[src/rtl/fifo_ptr_pkg.sv]
// Shared pointer helpers for the dual-clock FIFO write and read pointer controllers.
// Functions work on a wide pointer type; callers zero-extend in and truncate out to ADDR_WIDTH+1.
package fifo_ptr_pkg;

  localparam int MAX_PTR_W = 16;

  typedef logic [MAX_PTR_W-1:0] ptr_max_t;

  function automatic int depth_of(input int addr_width);
    return 1 << addr_width;
  endfunction

  function automatic ptr_max_t bin2gray(input ptr_max_t b);
    return b ^ (b >> 1);
  endfunction

  // Zero-extended Gray input yields the correct binary value in the low bits.
  function automatic ptr_max_t gray2bin(input ptr_max_t g);
    ptr_max_t b;
    b[MAX_PTR_W-1] = g[MAX_PTR_W-1];
    for (int i = MAX_PTR_W - 2; i >= 0; i--) begin
      b[i] = b[i+1] ^ g[i];
    end
    return b;
  endfunction

endpackage

[src/rtl/fifo_wptr_full.sv]
// Write-domain pointer and full/almost-full/level controller for dual-clock FIFOs.
// wptr_gray leaves this block straight from a flop so it can cross clock domains safely.
module fifo_wptr_full
  import fifo_ptr_pkg::*;
#(
  parameter int ADDR_WIDTH   = 4,
  parameter int AFULL_THRESH = 12
) (
  input  logic                  CLK,
  input  logic                  RST,
  input  logic                  push_valid,
  output logic                  push_ready,
  output logic                  wen,
  output logic [ADDR_WIDTH-1:0] waddr,
  output logic [ADDR_WIDTH:0]   wptr_gray,
  input  logic [ADDR_WIDTH:0]   rptr_gray_sync,
  output logic                  full,
  output logic                  almost_full,
  output logic [ADDR_WIDTH:0]   wlevel,
  output logic                  ptr_err
);

  localparam int PTR_W = ADDR_WIDTH + 1;
  localparam int DEPTH = depth_of(ADDR_WIDTH);

  typedef logic [PTR_W-1:0] ptr_t;

  localparam ptr_t DEPTH_P = ptr_t'(DEPTH);
  localparam ptr_t AFULL_P = ptr_t'(AFULL_THRESH);

  function automatic ptr_t to_gray(input ptr_t b);
    return ptr_t'(bin2gray(ptr_max_t'(b)));
  endfunction

  function automatic ptr_t to_bin(input ptr_t g);
    return ptr_t'(gray2bin(ptr_max_t'(g)));
  endfunction

  // A read pointer ahead of the write pointer shows up as a level above DEPTH.
  function automatic ptr_t sat_level(input ptr_t lvl);
    return (lvl > DEPTH_P) ? DEPTH_P : lvl;
  endfunction

  ptr_t wbin_p0;
  ptr_t wbin_next;
  ptr_t wgray_next;
  ptr_t rbin_sync;
  ptr_t level_next;
  ptr_t rgray_full;
  logic full_next;

  assign push_ready = ~full & ~RST;
  assign wen        = push_valid & push_ready;
  assign waddr      = wbin_p0[ADDR_WIDTH-1:0];

  assign wbin_next  = wbin_p0 + ptr_t'(wen);
  assign wgray_next = to_gray(wbin_next);
  assign rbin_sync  = to_bin(rptr_gray_sync);
  assign level_next = wbin_next - rbin_sync;

  // Full when the write pointer is exactly one lap ahead: top two Gray bits inverted.
  assign rgray_full = {~rptr_gray_sync[PTR_W-1:PTR_W-2], rptr_gray_sync[PTR_W-3:0]};
  assign full_next  = (wgray_next == rgray_full);

  // Stage p0: pointer counter and all status flags update together
  always_ff @(posedge CLK) begin
    if (RST) begin
      wbin_p0     <= '0;
      wptr_gray   <= '0;
      full        <= 1'b0;
      almost_full <= 1'b0;
      wlevel      <= '0;
      ptr_err     <= 1'b0;
    end else begin
      wbin_p0     <= wbin_next;
      wptr_gray   <= wgray_next;
      full        <= full_next;
      almost_full <= (level_next >= AFULL_P);
      wlevel      <= sat_level(level_next);
      if (level_next > DEPTH_P) begin
        ptr_err <= 1'b1;
      end
    end
  end

endmodule

[config.mk]
export PLATFORM = sky130hd
export DESIGN_NAME = fifo_wptr_full
export DESIGN_NICKNAME = d
export VERILOG_FILES = /design/src/rtl/fifo_ptr_pkg.sv /design/src/rtl/fifo_wptr_full.sv
export SDC_FILE = /design/constraint.sdc
export NUM_CORES = 1
export LEC_CHECK = 0
export CAP_MARGIN = 20
export CORE_MARGIN = 2
export CORE_UTILIZATION = 45
export DETAILED_ROUTE_END_ITERATION = 7
export PLACE_DENSITY = 0.82
export SYNTH_ARGS = -nofsm -noshare
export SYNTH_HDL_FRONTEND = slang
export SYNTH_SLANG_ARGS = --single-unit
[constraint.sdc]
create_clock -name CLK -period 3.44 [get_ports CLK]
set_input_delay 0.344 -clock CLK [delete_from_list [all_inputs] [get_ports CLK]]
set_output_delay 0.344 -clock CLK [all_outputs]
set_load 0.02 [all_outputs]
==> results of run 1 <==
==> sequential cells by signal, summed over array words and instances, names as in the netlist <==
signal	flops
wlevel	5
wbin_p0	4
almost_full	1
ptr_err	1
wptr_gray	5
full	1
==> kinds of logic after synthesis <==
kind of cell	Yosys count	share of synthesized area [%]
adders and majority gates	7	10.6
buffers and inverters	5	2.10
xor gates and xnor gates	24	28.5
and+or+nand+nor	27	14.7
DFF	17	38.0
AOI/OAI and AO/OA	8	6.15
==> worst paths after layout <==
kind	slack (ns)	end	cells after the start	from
min reg2reg	0.50	ptr_err	1	ptr_err
max reg2reg	0.94	ptr_err	11	full
min	0.50	ptr_err	1	ptr_err
max	0.49	almost_full	10	rptr_gray_sync[4]
==> through the flow <==
step                      utilization (%)  power (mW)  setup WS [ns]
after detailed placement             62.3       0.411          0.206
after global placement               62.3       0.407          0.348
after floorplan                         -       0.348          0.477
after global routing                 63.7       0.543          0.339
final                                63.7       0.511          0.489
after CTS                            63.7       0.517          0.491
==> cell type report <==
type                       count  area [sq um]
tap                           27          33.8
sequential                    17           340
inverter                       3          11.3
multi-input combinational     66           537
timing repair buffer          28           275
fill                         178           697
clock buffer                   3          22.5
clock inverter                 1          5.00
==> layer usage <==
metal	GRT usage [%]	wire [um]
met1	17.6	659
met2	30.6	940
met3	5.25	111
met4	4.29	0
met5	0	0
==> cells in the final DEF (no fill, tap or decap), types with 2 or more instances in the layout <==
| cell type | n |
|---|---|
| sky130_fd_sc_hd__inv_1 | 3 |
| sky130_fd_sc_hd__nand3_1 | 3 |
| sky130_fd_sc_hd__ha_1 | 6 |
| sky130_fd_sc_hd__nor2b_1 | 2 |
| sky130_fd_sc_hd__clkbuf_4 | 3 |
| sky130_fd_sc_hd__a21oi_1 | 2 |
| sky130_fd_sc_hd__dfxtp_1 | 17 |
| sky130_fd_sc_hd__buf_4 | 2 |
| sky130_fd_sc_hd__xnor2_1 | 14 |
| sky130_fd_sc_hd__nand2_1 | 2 |
| sky130_fd_sc_hd__clkdlybuf4s50_1 | 26 |
| sky130_fd_sc_hd__xnor2_2 | 2 |
| sky130_fd_sc_hd__nor2_1 | 12 |
| sky130_fd_sc_hd__nor3_1 | 3 |
| sky130_fd_sc_hd__xor2_2 | 2 |
| sky130_fd_sc_hd__xor2_1 | 5 |
==> power by group through the flow <==
stage	clock network, mW	logic (mW)	registers (mW)
3_5_place_dp	0	0.186	0.225
3_3_place_gp	0	0.183	0.224
6_report	0.104	0.187	0.220
4_1_cts	0.109	0.188	0.221
5_1_grt	0.117	0.203	0.223
2_1_floorplan	0	0.102	0.247
==> tab_implementation.tex, run 1 <==
\begin{tabular}{lr}
\hline
Metric & Value \\
\hline
\multicolumn{2}{l}{\textbf{Global routing}} \\
\quad Total routing resource utilization after global routing & 16.4\% \\
\quad Initial antenna violation count & 0 \\
\quad Wire length of the first global-routing pass & 2950 um \\
\quad Leftover overflow at the end of global routing & 0 \\
\quad Number of global-route vias before repair & 669 \\
\quad Largest net degree at the start of global routing & 18 \\
\multicolumn{2}{l}{\textbf{Synth}} \\
\quad Area share of the leading cell type in the synthesized netlist & 38.0\% \\
\quad Predominant post-synthesis flop cell & sky130\_fd\_sc\_hd\_\_dfxtp\_1 \\
\quad Cell type contributing the most total cell area after synthesis & sky130\_fd\_sc\_hd\_\_dfxtp\_1 \\
\quad Cell area after technology mapping & 896 sq um \\
\quad Avg Inst Size Synth & 10.2 sq um \\
\quad Number of synthesized flops with an enable pin & 0 \\
\quad Sequential cell area fraction in the yosys report & 38.0\% \\
\quad Share of synthesized flip-flops with an asynchronous set or reset & 0\% \\
\quad Warning count from the yosys run & 0 \\
\quad Leading cell type by number of instances after synthesis & sky130\_fd\_sc\_hd\_\_dfxtp\_1 \\
\quad Register bit total from synthesis & 17 \\
\quad Largest cells by area after synthesis & sky130\_fd\_sc\_hd\_\_dfxtp\_1 (38\%), sky130\_fd\_sc\_hd\_\_xnor2\_1 (14\%), sky130\_fd\_sc\_hd\_\_ha\_1 (8.4\%), sky130\_fd\_sc\_hd\_\_nor2\_1 (5.0\%), sky130\_fd\_sc\_hd\_\_xor2\_1 (4.9\%) \\
\quad Top post-synthesis cells by count & sky130\_fd\_sc\_hd\_\_dfxtp\_1 (17), sky130\_fd\_sc\_hd\_\_xnor2\_1 (14), sky130\_fd\_sc\_hd\_\_nor2\_1 (12) \\
\quad Post-synthesis cell count & 88 \\
\quad Netlist cell types & 27 \\
\quad Net Count, Synth & 103 \\
\multicolumn{2}{l}{\textbf{Power}} \\
\quad Clock group share of total power & 20.3\% \\
\quad Leak pwr & 0.503 nW \\
\quad Power density over cell area & 417 nW/um\^{}2 \\
\quad Switching power & 0.162 mW \\
\quad Internal power contribution & 0.349 mW \\
\quad Logic pwr share & 36.5\% \\
\quad Max IR drop VDD & 0.000283 V \\
\quad Switching Share & 31.7\% \\
\quad Share of power burned in registers & 43.1\% \\
\multicolumn{2}{l}{\textbf{Floorplanning}} \\
\quad Initial cell density of the core & 46.6\% \\
\quad Top Ports & 27 \\
\quad Die area & 2360 sq um \\
\quad Core ar. & 1920 sq um \\
\quad Die span in y & 48.6 um \\
\quad Overall die width & 48.6 um \\
\quad Core Rows & 16 \\
\multicolumn{2}{l}{\textbf{Routing}} \\
\quad DRC violation count after routing & 0 \\
\quad Iteration-0 DRC Markers & 9 \\
\quad Per-cell routed wire length & 11.8 um \\
\quad Wirelength, routed & 1710 um \\
\quad Via Count & 681 \\
\quad Via-to-Cell Ratio & 4.70 \\
\quad TritonRoute pass-1 iters & 4 \\
\quad Remaining number of nets flagged by the antenna check after routing & 0 \\
\multicolumn{2}{l}{\textbf{CTS}} \\
\quad Num CTS Buffers & 3 \\
\quad Hold\_buf cts & 0 \\
\quad Count of buffers added by post-CTS timing repair for setup & 0 \\
\quad Htree depth & 1 \\
\quad Root buf cell & sky130\_fd\_sc\_hd\_\_clkbuf\_4 \\
\quad Worst-Skew Late Latency & 0.29 ns \\
\quad Sinks on the clock net & 17 \\
\quad \# resized after CTS & 0 \\
\quad TritonCTS clock tree & built \\
\quad Maximum clock path buffer count & 2 \\
\quad Clock-pin slew on the worst setup and hold paths & 0.09 ns \\
\multicolumn{2}{l}{\textbf{Placement}} \\
\quad Final Wtd Congestion & 0.722 \\
\quad Standard cell area after detailed placement & 1200 sq um \\
\quad Dpl hpwl & 1390 um \\
\quad Total instance count after detailed placement & 141 \\
\quad Input/output buffers & 26 \\
\multicolumn{2}{l}{\textbf{Critical path}} \\
\quad Largest fanout on the critical path & 7 \\
\quad Startpoint-to-endpoint class of the critical path & in -> reg \\
\quad Largest stage delay on the critical path & 0.54 ns \\
\quad Cells along the critical path & clkdlybuf4s50\_1, xnor3\_2, xor2\_1, xnor2\_1, ha\_1, fa\_1, o21bai\_1, a21oi\_2, xnor2\_2, o21ba\_1 \\
\quad Startpoint type of the worst setup path & input pin \\
\quad Count of buffering cells on the critical path with inverters included & 1 \\
\quad Worst-path cell with the longest stage delay & sky130\_fd\_sc\_hd\_\_clkdlybuf4s50\_1 \\
\quad Arrival time at the worst endpoint & 3.19 ns \\
\quad CP top delay family & XOR/XNOR gates \\
\quad Required time at the worst-slack endpoint & 3.68 ns \\
\quad Kind of capture point of the worst setup path & flip-flop \\
\multicolumn{2}{l}{\textbf{Finish}} \\
\quad Cell Count, Final, Fillers Out & 145 \\
\quad Relative area change from synthesis to final layout & 36.7\% \\
\quad \# diodes & 0 \\
\quad Area of all placed cells without fillers & 1220 sq um \\
\quad Share of final-layout standard cells stronger than drive strength 1 & 11.0\% \\
\quad Net count reported at finish & 134 \\
\multicolumn{2}{l}{\textbf{STA}} \\
\quad RSZ-0062 raised after global routing & false \\
\quad Count of final max-slew check failures & 0 \\
\quad Maximum clock rate & 339 MHz \\
\quad Maximum clock skew at final layout & 0.00405 ns \\
\quad Fin. Hold Viols & 0 \\
\quad Final cycle utilization of the critical path & 85.8\% \\
\quad Aggregate negative setup slack & 0 ns \\
\quad Final count of negative-setup-slack endpoints & 0 \\
\quad Post-layout minimum cycle time & 2.95 ns \\
\quad Relative max-transition margin & 65.8\% \\
\quad Worst Max-Slew Pin Slew & 0.510 ns \\
\quad Worst-case hold slack & 0.498 ns \\
\multicolumn{2}{l}{\textbf{Hold path}} \\
\quad Worst Hold Class & reg -> reg \\
\multicolumn{2}{l}{\textbf{Status}} \\
\quad Status & complete, no violations \\
\multicolumn{2}{l}{\textbf{Run}} \\
\quad Max Cap Viol & 0 \\
\hline
\end{tabular}
Power figures use the tool's default switching activity.
==> run 2, diff against run 1 <==
--- a/config.mk
+++ b/config.mk
@@ -13,3 +13,4 @@
 export SYNTH_ARGS = -nofsm -noshare
 export SYNTH_HDL_FRONTEND = slang
 export SYNTH_SLANG_ARGS = --single-unit
+export TNS_END_PERCENT = 1
==> results of run 2 <==
Final layout, timing and power as in run 1 (identical DEF).
==> run 3, diff against run 2 <==
--- a/config.mk
+++ b/config.mk
@@ -5,11 +5,12 @@
 export SDC_FILE = /design/constraint.sdc
 export NUM_CORES = 1
 export LEC_CHECK = 0
+export ABC_AREA = 1
 export CAP_MARGIN = 20
 export CORE_MARGIN = 2
-export CORE_UTILIZATION = 45
+export CORE_UTILIZATION = 47
 export DETAILED_ROUTE_END_ITERATION = 7
-export PLACE_DENSITY = 0.82
+export PLACE_DENSITY_LB_ADDON = 0.05
 export SYNTH_ARGS = -nofsm -noshare
 export SYNTH_HDL_FRONTEND = slang
 export SYNTH_SLANG_ARGS = --single-unit
==> tab_implementation.tex, run 3 <==
\begin{tabular}{lr}
\hline
Metric & Value \\
\hline
\multicolumn{2}{l}{\textbf{Status}} \\
\quad Status & complete, no violations \\
\multicolumn{2}{l}{\textbf{STA}} \\
\quad Post-layout minimum cycle time & 2.71 ns \\
\quad Worst Max-Slew Pin Slew & 0.365 ns \\
\quad Relative max-transition margin & 75.6\% \\
\quad Final cycle utilization of the critical path & 78.9\% \\
\quad Maximum clock skew at final layout & 0.00170 ns \\
\quad Min setup slack post-route & 0.727 ns \\
\quad Aggregate negative setup slack & 0 ns \\
\quad Final count of negative-setup-slack endpoints & 0 \\
\quad Count of final max-slew check failures & 0 \\
\quad Maximum clock rate & 369 MHz \\
\quad Fin. Hold Viols & 0 \\
\quad RSZ-0062 raised after global routing & false \\
\multicolumn{2}{l}{\textbf{Global routing}} \\
\quad Leftover overflow at the end of global routing & 0 \\
\quad Largest net degree at the start of global routing & 16 \\
\quad Initial antenna violation count & 0 \\
\quad Wire length of the first global-routing pass & 3170 um \\
\quad Number of global-route vias before repair & 739 \\
\quad Total routing resource utilization after global routing & 16.5\% \\
\multicolumn{2}{l}{\textbf{Critical path}} \\
\quad Reg2Reg Depth & 15 \\
\quad Kind of capture point of the worst setup path & flip-flop \\
\quad Startpoint-to-endpoint class of the critical path & in -> reg \\
\quad Arrival time at the worst endpoint & 2.91 ns \\
\quad Largest fanout on the critical path & 4 \\
\quad Startpoint type of the worst setup path & input pin \\
\quad Required time at the worst-slack endpoint & 3.63 ns \\
\multicolumn{2}{l}{\textbf{Placement}} \\
\quad Standard cell area after detailed placement & 1340 sq um \\
\quad Final Wtd Congestion & 0.825 \\
\quad Dpl hpwl & 1630 um \\
\quad Input/output buffers & 26 \\
\quad Pre-CTS setup slack & 0.394 ns \\
\multicolumn{2}{l}{\textbf{Synth}} \\
\quad Cell area after technology mapping & 1040 sq um \\
\quad Net Count, Synth & 146 \\
\quad Sequential cell area fraction in the yosys report & 32.6\% \\
\quad Warning count from the yosys run & 0 \\
\quad Register bit total from synthesis & 17 \\
\quad Leading cell type by number of instances after synthesis & sky130\_fd\_sc\_hd\_\_inv\_1 \\
\quad Predominant post-synthesis flop cell & sky130\_fd\_sc\_hd\_\_dfxtp\_1 \\
\quad Cell type contributing the most total cell area after synthesis & sky130\_fd\_sc\_hd\_\_dfxtp\_1 \\
\quad Netlist cell types & 22 \\
\quad Largest cells by area after synthesis & sky130\_fd\_sc\_hd\_\_dfxtp\_1 (33\%), sky130\_fd\_sc\_hd\_\_inv\_1 (7.9\%), sky130\_fd\_sc\_hd\_\_ha\_1 (7.2\%), sky130\_fd\_sc\_hd\_\_nand2\_1 (7.2\%), sky130\_fd\_sc\_hd\_\_xor2\_1 (6.7\%) \\
\quad Post-synthesis cell count & 131 \\
\quad Top post-synthesis cells by count & sky130\_fd\_sc\_hd\_\_inv\_1 (22), sky130\_fd\_sc\_hd\_\_nand2\_1 (20), sky130\_fd\_sc\_hd\_\_dfxtp\_1 (17) \\
\quad Share of synthesized flip-flops with an asynchronous set or reset & 0\% \\
\quad Avg Inst Size Synth & 7.98 sq um \\
\quad Number of synthesized flops with an enable pin & 0 \\
\quad Area share of the leading cell type in the synthesized netlist & 32.6\% \\
\multicolumn{2}{l}{\textbf{Power}} \\
\quad Max IR drop VDD & 0.000224 V \\
\quad Power density over cell area & 359 nW/um\^{}2 \\
\quad Leak pwr & 0.677 nW \\
\multicolumn{2}{l}{\textbf{Routing}} \\
\quad DR top layer & met3 \\
\quad Met2 wire length & 929 um \\
\quad Met3 WL post-DR & 62 um \\
\quad Per-cell routed wire length & 9.96 um \\
\quad Via Count & 839 \\
\quad TritonRoute pass-1 iters & 4 \\
\quad Wirelength, routed & 1870 um \\
\quad Iteration-0 DRC Markers & 9 \\
\quad Remaining number of nets flagged by the antenna check after routing & 0 \\
\quad DRC violation count after routing & 0 \\
\quad Wire length on met1 & 880 um \\
\quad Via-to-Cell Ratio & 4.46 \\
\multicolumn{2}{l}{\textbf{Finish}} \\
\quad Area of all placed cells without fillers & 1370 sq um \\
\quad Net count reported at finish & 176 \\
\quad Leading cell type in the layout, fill and taps excluded & sky130\_fd\_sc\_hd\_\_clkdlybuf4s50\_1 \\
\quad Largest registers in the final layout & wlevel (5), wptr\_gray (5), wbin\_p0 (4) \\
\quad \# diodes & 0 \\
\quad Final core utilization & 63.7\% \\
\quad Highest-count cells in the layout ignoring fill and taps & sky130\_fd\_sc\_hd\_\_clkdlybuf4s50\_1 (26), sky130\_fd\_sc\_hd\_\_inv\_1 (22), sky130\_fd\_sc\_hd\_\_nand2\_1 (20), sky130\_fd\_sc\_hd\_\_dfxtp\_1 (17), sky130\_fd\_sc\_hd\_\_nor2\_1 (13) \\
\quad Share of final-layout standard cells stronger than drive strength 1 & 18.8\% \\
\quad Relative area change from synthesis to final layout & 30.9\% \\
\multicolumn{2}{l}{\textbf{CTS}} \\
\quad Hold\_buf cts & 0 \\
\quad Root buf cell & sky130\_fd\_sc\_hd\_\_clkbuf\_4 \\
\quad Htree depth & 1 \\
\quad Num CTS Buffers & 3 \\
\quad Sinks on the clock net & 17 \\
\quad Clock-pin slew on the worst setup and hold paths & 0.10 ns \\
\quad TritonCTS clock tree & built \\
\quad Worst-Skew Late Latency & 0.28 ns \\
\quad Count of buffers added by post-CTS timing repair for setup & 0 \\
\quad \# resized after CTS & 0 \\
\quad Maximum clock path buffer count & 2 \\
\multicolumn{2}{l}{\textbf{Floorplanning}} \\
\quad Die span in y & 51.1 um \\
\quad Core Rows & 17 \\
\quad Initial cell density of the core & 48.6\% \\
\quad Core ar. & 2150 sq um \\
\quad Overall die width & 51.1 um \\
\quad Top Ports & 27 \\
\quad Die area & 2620 sq um \\
\multicolumn{2}{l}{\textbf{Hold path}} \\
\quad Worst Hold Class & reg -> reg \\
\quad WHS Path Cells & 2 \\
\multicolumn{2}{l}{\textbf{Run}} \\
\quad Max Cap Viol & 0 \\
\hline
\end{tabular}
## run 3: cell count changes in the layout (fill, tap and decap cells not counted), moves of 4 or more
cell	delta
sky130_fd_sc_hd__nand2_1	+18
sky130_fd_sc_hd__nand3_1	+7
sky130_fd_sc_hd__inv_2	+5
sky130_fd_sc_hd__inv_1	+19
sky130_fd_sc_hd__xnor2_1	-13
sky130_fd_sc_hd__nand2_2	+6
sky130_fd_sc_hd__nand3_2	+4
## run 3: final timing paths
kind	from	to	slack [ns]
setup / recovery	rptr_gray_sync[3]	wlevel[1]	0.73
hold / removal	ptr_err	ptr_err	0.47
setup reg to reg	full	wlevel[1]	1.04
hold reg to reg	ptr_err	ptr_err	0.47
## run 3: metrics by stage
stage	instances	hold slack, ns	total power, mW
final	188	0.472	0.491
after global routing	188	0.487	0.525
after CTS	188	0.476	0.499
after detailed placement	184	0.460	0.394
after global placement	184	0.454	0.390
after floorplan	131	0.538	0.335
## run 3: cell type report
class	instances	area, sq um
Clock buffer	3	22.5
Inverter	27	101
Multi-Input combinational cell	85	596
Timing Repair Buffer	27	268
Sequential cell	17	340
Clock inverter	1	5.00
Tap cell	28	35.0
Fill cell	198	781
## run 3: layer usage
metal,vias to the layer above,track usage [%]
li1,454,-
met1,369,20.4
met2,16,27.7
met3,0,1.75
met4,0,9.46
met5,-,0
## run 3: cells by family after synthesis
group,share of synthesized area [%]
adder cells (fa/ha/maj),9.10
AO/OA/AOI/OAI,2.28
flip-flops,32.6
XOR/XNOR,13.8
buffers and inverters,10.4
AND/OR/NAND/NOR,31.9
## run 3: worst max-delay path: stages
cell	delay, ns
sky130_fd_sc_hd__clkdlybuf4s50_1	0.56
sky130_fd_sc_hd__inv_2	0.06
sky130_fd_sc_hd__nand2_2	0.09
sky130_fd_sc_hd__nand3_2	0.11
sky130_fd_sc_hd__nand2_4	0.12
sky130_fd_sc_hd__xor2_2	0.19
sky130_fd_sc_hd__xor2_1	0.16
sky130_fd_sc_hd__inv_1	0.05
sky130_fd_sc_hd__ha_1	0.20
sky130_fd_sc_hd__fa_1	0.39
sky130_fd_sc_hd__inv_1	0.08
sky130_fd_sc_hd__nand3_1	0.08
sky130_fd_sc_hd__nand2_1	0.08
sky130_fd_sc_hd__nand3_1	0.08
sky130_fd_sc_hd__nand2_2	0.11
sky130_fd_sc_hd__nand2_2	0.08
sky130_fd_sc_hd__nand3_1	0.08
sky130_fd_sc_hd__inv_1	0.04
## run 3: where the power goes
group | internal [mW] | leakage [nW] | switching [mW]
sequential | 0.211 | 0.139 | 0.00573
combinational | 0.0751 | 0.520 | 0.0953
clock | 0.0432 | 0.0177 | 0.0602
total | 0.329 | 0.677 | 0.161
